**config.mk**
```make
export PLATFORM = sky130hd
export DESIGN_NAME = ddr_cmd_sequencer
export DESIGN_NICKNAME = d
export VERILOG_FILES = /design/src/rtl/ddr_cmd_sequencer.sv
export SDC_FILE = /design/constraint.sdc
export NUM_CORES = 1
export LEC_CHECK = 0
export ABC_AREA = 0
export CORE_MARGIN = 1
export CORE_UTILIZATION = 62
export CTS_BUF_LIST = sky130_fd_sc_hd__clkbuf_16
export DETAILED_ROUTE_END_ITERATION = 6
export PLACE_DENSITY = 0.79
export SYNTH_ARGS = -nofsm -noshare
export SYNTH_HDL_FRONTEND = slang
export SYNTH_SLANG_ARGS = --single-unit
export TNS_END_PERCENT = 10
```
**constraint.sdc**
```tcl
create_clock -name CK_t -period 4 [get_ports CK_t]
set_input_delay 0.4 -clock CK_t [delete_from_list [all_inputs] [get_ports CK_t]]
set_output_delay 0.4 -clock CK_t [all_outputs]
set_load 0.03 [all_outputs]
```
**src/rtl/ddr_cmd_sequencer.sv**
```systemverilog
// DDR4 command sequencer: open-page PRE/ACT/RD/WR issue with tRP/tRCD/tRAS/tCCD timers.
// Define AUTO_PRECHARGE_EN to issue every RD/WR with auto-precharge (closed-page).
//
// state    | meaning
// ---------+------------------------------------------------
// IDLE     | ready for a request, pins NOP
// PRE      | row conflict, waiting tRAS then precharge
// WAIT_RP  | precharge done, waiting tRP
// ACT      | activate the requested row (once tRP met)
// WAIT_RCD | row open, waiting tRCD
// CAS      | waiting tCCD then RD/WR
module ddr_cmd_sequencer #(
  parameter int T_RCD = 4,
  parameter int T_RP  = 4,
  parameter int T_RAS = 10,
  parameter int T_CCD = 4,
  parameter int ROW_W = 15
) (
  input  logic             CK_t,
  input  logic             reset,
  input  logic             req_valid,
  output logic             req_ready,
  input  logic             req_rw,
  input  logic             req_bl8,
  input  logic [1:0]       req_bg,
  input  logic [1:0]       req_ba,
  input  logic [ROW_W-1:0] req_row,
  input  logic [9:0]       req_col,
  output logic             cs_n,
  output logic             act_n,
  output logic             RAS_n_A16,
  output logic             CAS_n_A15,
  output logic             WE_n_A14,
  output logic [1:0]       bg_addr,
  output logic [1:0]       ba_addr,
  output logic             A13,
  output logic             A12_BC_n,
  output logic             A11,
  output logic             A10_AP,
  output logic [9:0]       A9_A0,
  output logic             no_act_rdy,
  output logic             cas_issued
);

`ifdef AUTO_PRECHARGE_EN
  localparam logic AP = 1'b1;
`else
  localparam logic AP = 1'b0;
`endif

  localparam int T_M1  = (T_RCD > T_RP) ? T_RCD : T_RP;
  localparam int T_M2  = (T_RAS > T_CCD) ? T_RAS : T_CCD;
  localparam int T_MAX = (T_M1 > T_M2) ? T_M1 : T_M2;
  localparam int CW    = $clog2(T_MAX + 1);
  typedef logic [CW-1:0] age_t;

  // Ages read 1 on the cycle after their command, so "age >= T" means the
  // command may go out on the next edge.  WAIT states look one cycle ahead
  // to absorb the extra cycle spent in the issuing state.
  localparam age_t SAT    = '1;
  localparam age_t ONE    = age_t'(1);
  localparam age_t RAS_T  = age_t'(T_RAS);
  localparam age_t RP_T   = age_t'(T_RP);
  localparam age_t RP_LA  = age_t'(T_RP - 1);
  localparam age_t RCD_LA = age_t'(T_RCD - 1);
  localparam age_t CCD_T  = age_t'(T_CCD);

  typedef enum logic [2:0] {S_IDLE, S_PRE, S_WAIT_RP, S_ACT, S_WAIT_RCD, S_CAS} state_t;

  state_t           state, state_nxt;
  logic             bank_open [16];
  logic [ROW_W-1:0] open_row [16];
  age_t             act_age [16];
  age_t             pre_age [16];
  age_t             cas_age;
  logic [3:0]       lat_bank, req_bank;
  logic [ROW_W-1:0] lat_row;
  logic [9:0]       lat_col;
  logic             lat_rw, lat_bl8, hit_q;
  logic             take, take_hit, do_pre, do_act, do_cas;
  logic [4:0]       cmd_nxt;
  logic [3:0]       a13_10_nxt;
  logic [9:0]       a9_0_nxt;
  logic [3:0]       bank_nxt;

  assign req_bank = {req_bg, req_ba};

  function automatic age_t sat_inc(input age_t v);
    return (v == SAT) ? v : v + ONE;
  endfunction

  always_comb begin
    state_nxt = state;
    take      = 1'b0;
    take_hit  = 1'b0;
    do_pre    = 1'b0;
    do_act    = 1'b0;
    do_cas    = 1'b0;
    case (state)
      S_IDLE: if (req_valid && req_ready) begin
        take = 1'b1;
        if (!AP && bank_open[req_bank] && open_row[req_bank] == req_row) begin
          take_hit  = 1'b1;
          state_nxt = S_CAS;
        end else if (!AP && bank_open[req_bank]) begin
          state_nxt = S_PRE;
        end else begin
          state_nxt = S_ACT;
        end
      end
      S_PRE: if (act_age[lat_bank] >= RAS_T) begin
        do_pre    = 1'b1;
        state_nxt = S_WAIT_RP;
      end
      S_WAIT_RP: if (pre_age[lat_bank] >= RP_LA) state_nxt = S_ACT;
      S_ACT: if (pre_age[lat_bank] >= RP_T) begin
        do_act    = 1'b1;
        state_nxt = S_WAIT_RCD;
      end
      S_WAIT_RCD: if (act_age[lat_bank] >= RCD_LA) state_nxt = S_CAS;
      S_CAS: if (cas_age >= CCD_T) begin
        do_cas    = 1'b1;
        state_nxt = S_IDLE;
      end
      default: state_nxt = S_IDLE;
    endcase
  end

  always_comb begin
    cmd_nxt    = 5'b11111;
    bank_nxt   = 4'd0;
    a13_10_nxt = 4'd0;
    a9_0_nxt   = 10'd0;
    if (do_act) begin
      cmd_nxt    = {4'b0011, lat_row[14]};
      bank_nxt   = lat_bank;
      a13_10_nxt = lat_row[13:10];
      a9_0_nxt   = lat_row[9:0];
    end else if (do_pre) begin
      cmd_nxt  = 5'b01010;
      bank_nxt = lat_bank;
    end else if (do_cas) begin
      cmd_nxt    = {4'b0110, lat_rw};
      bank_nxt   = lat_bank;
      a13_10_nxt = {1'b0, lat_bl8, 1'b0, AP};
      a9_0_nxt   = lat_col;
    end
  end

  always_ff @(posedge CK_t) begin
    if (reset) begin
      state      <= S_IDLE;
      req_ready  <= 1'b0;
      {cs_n, act_n, RAS_n_A16, CAS_n_A15, WE_n_A14} <= 5'b11111;
      {bg_addr, ba_addr}              <= 4'd0;
      {A13, A12_BC_n, A11, A10_AP}    <= 4'd0;
      A9_A0      <= 10'd0;
      no_act_rdy <= 1'b0;
      cas_issued <= 1'b0;
      cas_age    <= SAT;
      lat_bank   <= 4'd0;
      lat_row    <= '0;
      lat_col    <= 10'd0;
      lat_rw     <= 1'b0;
      lat_bl8    <= 1'b0;
      hit_q      <= 1'b0;
      for (int b = 0; b < 16; b++) begin
        bank_open[b] <= 1'b0;
        open_row[b]  <= '0;
        act_age[b]   <= SAT;
        pre_age[b]   <= SAT;
      end
    end else begin
      state      <= state_nxt;
      req_ready  <= (state_nxt == S_IDLE);
      {cs_n, act_n, RAS_n_A16, CAS_n_A15, WE_n_A14} <= cmd_nxt;
      {bg_addr, ba_addr}              <= bank_nxt;
      {A13, A12_BC_n, A11, A10_AP}    <= a13_10_nxt;
      A9_A0      <= a9_0_nxt;
      no_act_rdy <= do_cas & hit_q;
      cas_issued <= do_cas;
      cas_age    <= do_cas ? ONE : sat_inc(cas_age);
      if (take) begin
        lat_bank <= req_bank;
        lat_row  <= req_row;
        lat_col  <= req_col;
        lat_rw   <= req_rw;
        lat_bl8  <= req_bl8;
        hit_q    <= take_hit;
      end
      for (int b = 0; b < 16; b++) begin
        act_age[b] <= (do_act && lat_bank == 4'(b)) ? ONE : sat_inc(act_age[b]);
        pre_age[b] <= ((do_pre || (AP && do_cas)) && lat_bank == 4'(b)) ? ONE
                                                                     : sat_inc(pre_age[b]);
      end
      if (do_act) begin
        bank_open[lat_bank] <= 1'b1;
        open_row[lat_bank]  <= lat_row;
      end else if (do_pre || (AP && do_cas)) begin
        bank_open[lat_bank] <= 1'b0;
      end
    end
  end

endmodule
```
; ---- After elaboration in Yosys (flattened, before gate mapping)
; Memory sizes are Yosys's and may differ from the RTL's. A register that Yosys moved wholly into a read port is not among the register bits.
; Cells that the tools add are included.
[word_totals]
n_memories = 4
out_inout_bits = 26
mem_bits_rw = 384
register_bits = 65
in_bits = 34
[classes]
n_mux = 151
magnitude_cmp = 5
bitwise_logic = 34
n_reduce_logical = 42
add_sub_neg = 33
eq_ne = 55
[memory_table]
columns = name, depth, width, rd, rd_clocked_by_memory_dff, write_ports, line
row1 = open_row, 16, 15, 1, 0, 16, 72  ; logic [ROW_W-1:0] open_row [16];
row2 = act_age, 16, 4, 17, 1, 16, 73  ; age_t act_age [16];
row3 = pre_age, 16, 4, 17, 1, 16, 74  ; age_t pre_age [16];
row4 = bank_open, 16, 1, 1, 0, 16, 71  ; logic bank_open [16];
[op_table]
columns = operator, count
row1 = 4-bit 2-to-1 mux, 108
row2 = 4-bit equality test (second input constant), 41
row3 = 4-bit by 1-bit adder with 4-bit output (second input constant), 33
row4 = 1-bit logical AND, 34
row5 = 1-bit OR, 33
row6 = 10-bit 2-to-1 mux, 3
row7 = 3-bit 2-to-1 mux, 9
row8 = 1-bit 2-to-1 mux, 25
row9 = 3-bit case mux with 6 select lines, 1
row10 = 4-bit by 3-bit equality test with 1-bit output (second input constant), 4
row11 = 15-bit equality test, 1
row12 = 15-bit 2-to-1 mux, 1
row13 = 5-bit 2-to-1 mux, 3
row14 = 15-bit OR reduction, 1
row15 = 4-bit by 2-bit equality test with 1-bit output (second input constant), 2
row16 = 4-bit by 2-bit greater-or-equal comparator with 1-bit output (second input constant), 2
row17 = 4-bit by 3-bit greater-or-equal comparator with 1-bit output (second input constant), 2
row18 = 3-bit by 2-bit equality test with 1-bit output (second input constant), 2
row19 = 3-bit equality test (second input constant), 2
row20 = 3-bit logical NOT, 2
row21 = 4-bit by 1-bit equality test with 1-bit output (second input constant), 1
row22 = 4-bit greater-or-equal comparator (second input constant), 1
row23 = 4-bit logical NOT, 1
row24 = 2-bit OR reduction, 2
row25 = other kinds (6), 6

; ---- Logic depth before layout (Yosys ltp)
[logic_depth]
ltp_word = 10
mapped_depth = 12
ltp_nobuf = 7

; ---- Worst setup path before layout
; Ideal clock, no wire load.
[synth_timing]
path_type = register to register
from = register with a tool-made name
to = memory bank_open[15], enable pin
synth_period_minus_slack_ps = 2925
slack_ps = 1075
path_stages_with_launch = 9
t_required_ps = 3710
arrival_time_ps = 2635
cell_sequence = dfxtp_1 > buf_6 > buf_6 > mux4_2 > o22ai_1 > nor2_1 > or4b_2 > nand2_1 > or2_2
[synth_rtl]
columns = item, line
row1 = end: declaration, 71

; ---- Final worst setup path
[layout_timing]
from = input req_ba[1]
to = register hit_q
[layout_between]
elab_chain_len = 6
[layout_lines]
columns = item, line
row1 = start: declaration, 26  ; input logic [1:0] req_ba,
row2 = memory 16 x 15 bit, -
row3 = 15-bit equality test, 102  ; if (!AP && bank_open[req_bank] && open_row[req_bank] == req_row) begin
row4 = 1-bit logical AND *, 102
row5 = 1-bit 2-to-1 mux *, 102
row6 = 1-bit 2-to-1 mux *, 100  ; S_IDLE: if (req_valid && req_ready) begin
row7 = 1-bit 2-to-1 mux *, 99  ; case (state)
row8 = end signal: assignment, 189  ; hit_q <= take_hit;
row9 = end: declaration, 79  ; logic lat_rw, lat_bl8, hit_q;
; Mark *: on every way between the ends. The rest lies on a longest branch, timed or not.
; A chain may end at the register's enable or synchronous reset.

==> summary.log <==
INFO  cts            root_buffer=sky130_fd_sc_hd__clkbuf_16
INFO  cts            postCtsSetupRepairBufs=0
INFO  placement      dp_hpwl=34210um
INFO  cts            cts_inserted_buffers=46
INFO  worst_setup_path worstPathCellList=buf_2 -> nor2b_1 -> a22oi_1 -> a311oi_1 -> a2111oi_0 -> a2111oi_0 -> nand3_1 -> o32ai_1
INFO  worst_setup_path maximum_cell_stage_delay_along_the_critical_path=1070ps
INFO  layout         layout_commonest_cell=sky130_fd_sc_hd__nor2_1
INFO  grt            grt_pass1_wl=82120um
INFO  placement      buffer_ports.inserted=59
INFO  logic_synthesis yosys_warnings=0
INFO  cts            cts_repair_resize_count=0
INFO  layout         post_layout_instance_area=0.02324sqmm
INFO  worst_setup_path worst-endpoint-required=4480ps
INFO  worst_setup_path crit_path_leading_delay_family=compound AO/OA/AOI/OAI gates
INFO  sta            final_hold_violation_count=0
INFO  grt            grt_usage=0.3203
INFO  sta            fin_worst_skew=27.54ps
INFO  cts            clock_tree_from_tritoncts=yes
INFO  worst_setup_path arrival_worst_endpoint=4210ps
INFO  worst_setup_path critPathCaptureType=flip-flop
INFO  worst_setup_path critPathLaunchType=input pin
INFO  sta            timing_worst_slew_pin_value=1248ps
INFO  layout         commonest_cells_after_routing_fill_and_taps_aside=sky130_fd_sc_hd__nor2_1, sky130_fd_sc_hd__edfxtp_1, sky130_fd_sc_hd__dfxtp_1, sky130_fd_sc_hd__nand2_1, sky130_fd_sc_hd__nand3_1
INFO  sta            post-route-min-period=3725ps
INFO  pwr            part_of_the_power_in_combinational_logic=0.267
INFO  worst_setup_path critical-path-top-cell-by-count=sky130_fd_sc_hd__a2111oi_0
INFO  route          firstDrtPassIters=5
INFO  worst_setup_path critPathLaunch=req_ba[1]
INFO  layout         sequential_cell_area=0.01163sqmm
INFO  cts            holdBufCountCts=0
INFO  sta            grt_setup_unrepaired=no
INFO  logic_synthesis synthesis.instances=1847
INFO  logic_synthesis async_reset_ff_frac=0
INFO  layout         design.final.nets=1961
INFO  worst_hold_path worst_hold_path_type=input pin to flip-flop
INFO  pwr            power_leakage=8.971nW
INFO  floorplan      boundaryPins=60
INFO  floorplan      fp.dieArea=0.03417sqmm
INFO  logic_synthesis synth_seq_cells=453
INFO  pwr            share_of_total_power_in_sequential_cells=0.437
INFO  pwr            pwr_density_cell=619.9mW/mm^2
INFO  pwr            switchingPower=4.527mW
INFO  floorplan      floorplan.die.width=184.8um
INFO  sta            setup_viol=0
INFO  cts            clk-insertion-delay-late=580ps
INFO  logic_synthesis ys_types=63
INFO  pwr            sw_frac_of_total=0.3142
INFO  job            max_cap_violations=0
INFO  worst_setup_path critical-path-slowest-cell=sky130_fd_sc_hd__a2111oi_0
INFO  logic_synthesis synth_edf_count=256
INFO  cts            cts.clk_slew.worst_paths=60ps
INFO  cts            htreeDepth=2
INFO  pwr            power=14.41mW
INFO  worst_setup_path crit_path_max_fanout=33
INFO  logic_synthesis synth.avg_cell_area=11.22squm
INFO  layout         antenna-diode-count=0
INFO  layout         filler_cell_count=2314
INFO  grt            grt_overflow_total=0
INFO  placement      placement.cell_area=0.02174sqmm
INFO  route          drc=0
INFO  layout         multi_input_logic_area=0.008487sqmm
INFO  route          vias=15080
INFO  logic_synthesis synth.net_count=1914
INFO  floorplan      placement_rows=66
INFO  route          wl_per_cell=22.68um
INFO  pwr            internal_power=9.879mW
INFO  floorplan      initial_core_util=0.6339
INFO  floorplan      floorplan.core_area=0.03270sqmm
INFO  worst_setup_path worst-path-buf-inv=1
INFO  pwr            vdd_drop_max=0.5201mV
INFO  placement      routabilityCongestion=0.8766
INFO  sta            max_slew_margin=0.1463
INFO  sta            max_clock_freq=268.4MHz
INFO  route          drt-total-wl=53830um
INFO  pwr            clkPwrFrac=0.296
INFO  worst_setup_path critPathKind=input pin to flip-flop
INFO  floorplan      die_span_y=184.8um
INFO  grt            first_global_vias=14840
INFO  logic_synthesis synth-seq-area-share=0.5611
INFO  route          postRouteAntennaNets=0
INFO  cts            cts-root-to-sink-buffers=3
INFO  logic_synthesis ys.flop_type=sky130_fd_sc_hd__edfxtp_1
INFO  outcome        status=complete, no violations
INFO  layout         layout-area-overhead-vs-synth=12.11%
INFO  route          avgViaCountPerCell=6.357
INFO  logic_synthesis synthesis.area=0.02073sqmm
INFO  grt            largest_net_degree_at_the_start_of_global_routing=53
INFO  sta            setup_total_negative_slack=0ps
INFO  layout         layout-drive-gt1-share=0.1243
INFO  sta            min_period_over_period=0.9313
INFO  sta            finalMaxSlewViolations=0
INFO  grt            antenna_violations_before_repair=1
INFO  worst_hold_path startpoint_of_the_tightest_hold_check_path=req_col[3]
INFO  cts            numClockSinks=453
INFO  route          drt_iter0_markers=1609
-- state kept, by name (all words and copies together), names as in the netlist, 2 cells and up, named ones only --
name and flops:
act_age 64, pre_age 64, cas_age 4, state 3
A9_A0 10, lat_bank 4, lat_row 15, open_row 240
bank_open 16, lat_col 10, ba_addr 2, bg_addr 2
-- cells by family (layout without fill, tap and decap cells) --
group / count (synthesis) / count (layout) / share of synthesized area
flip-flops: 453 / 453 / 0.5611
AND/OR/NAND/NOR: 773 / 773 / 0.1695
buffers and inverters: 134 / 218 / 0.02958
adder cells (fa/ha/maj): 33 / 33 / 0.01992
XOR/XNOR: 51 / 51 / 0.02155
AO/OA/AOI/OAI: 223 / 223 / 0.07141
multiplexers: 180 / 180 / 0.1269
-- stage by stage --
step / std cells / hold WS, ps / setup WS [ps] / utilization
floorplan: 1847 / 415.7 / 1075 / -
global placement: 2288 / 429.5 / 81.62 / 0.6648
detailed placement: 2288 / 440.1 / 73.87 / 0.6648
CTS: 2373 / 358.1 / 495.6 / 0.7106
global route: 2373 / 366.4 / 197.3 / 0.7106
finish: 2373 / 362.7 / 274.9 / 0.7106
-- routing by layer --
layer	GRT usage	routed length, um	vias up
met5	0	0	-
met4	0.1379	2258	0
met3	0.05643	5055	165
met2	0.5415	26350	821
met1	0.4060	20160	7350
li1	-	-	6748
-- power groups by stage --
stage	combinational [mW]	clock [mW]	sequential, mW
after floorplan	3.07	0	6.17
after global placement	3.60	0	6.31
after detailed placement	3.78	0	6.35
after CTS	3.83	4.28	6.27
after global routing	4.25	4.47	6.38
final	3.84	4.27	6.29
-- tightest hold or removal path, delay by kind of cell --
kind            cells  cell delay [ps]
simple gates        1               50
buf+inv             1              390
compound gates      1               50
-- worst paths after layout --
path | cells after the start | slack, ps | endpoint
min | 3 | 360 | lat_col[3]
max reg2reg | 7 | 490 | open_row[4][3]
min reg2reg | 2 | 450 | A9_A0[0]
max | 8 | 270 | hit_q
-- cells in the mapped netlist, types with 23 or more instances --
cell                       count  area [sq um]
sky130_fd_sc_hd__o21bai_1     33         247.7
sky130_fd_sc_hd__mux2_2       23         259.0
sky130_fd_sc_hd__xor2_1       27         236.5
sky130_fd_sc_hd__mux2i_1      93         930.9
sky130_fd_sc_hd__nand2b_1     25         156.4
sky130_fd_sc_hd__mux4_2       64          1441
sky130_fd_sc_hd__dfxtp_1     197          3944
sky130_fd_sc_hd__inv_1        23         86.33
sky130_fd_sc_hd__nand3b_1     33         247.7
sky130_fd_sc_hd__buf_2        31         155.2
sky130_fd_sc_hd__xnor2_1      24         210.2
sky130_fd_sc_hd__a21oi_1      49         245.2
sky130_fd_sc_hd__edfxtp_1    256          7687
sky130_fd_sc_hd__nand3_1     111         555.5
sky130_fd_sc_hd__o21ai_0      47         235.2
sky130_fd_sc_hd__ha_1         33         412.9
sky130_fd_sc_hd__clkbuf_1     59         221.5
sky130_fd_sc_hd__nor2_1      317          1190
sky130_fd_sc_hd__nand2_1     191         716.9
-- area by class of cell --
cell class / instances / area share
flip-flops and latches: 453 / 0.5005
multi-input cells: 1260 / 0.3652
clock buffers: 46 / 0.04953
repair buffers: 107 / 0.04189
well taps: 442 / 0.02380
clock inverters: 39 / 0.01486
inverters: 26 / 0.004200
Power figures use the tool's default switching activity.
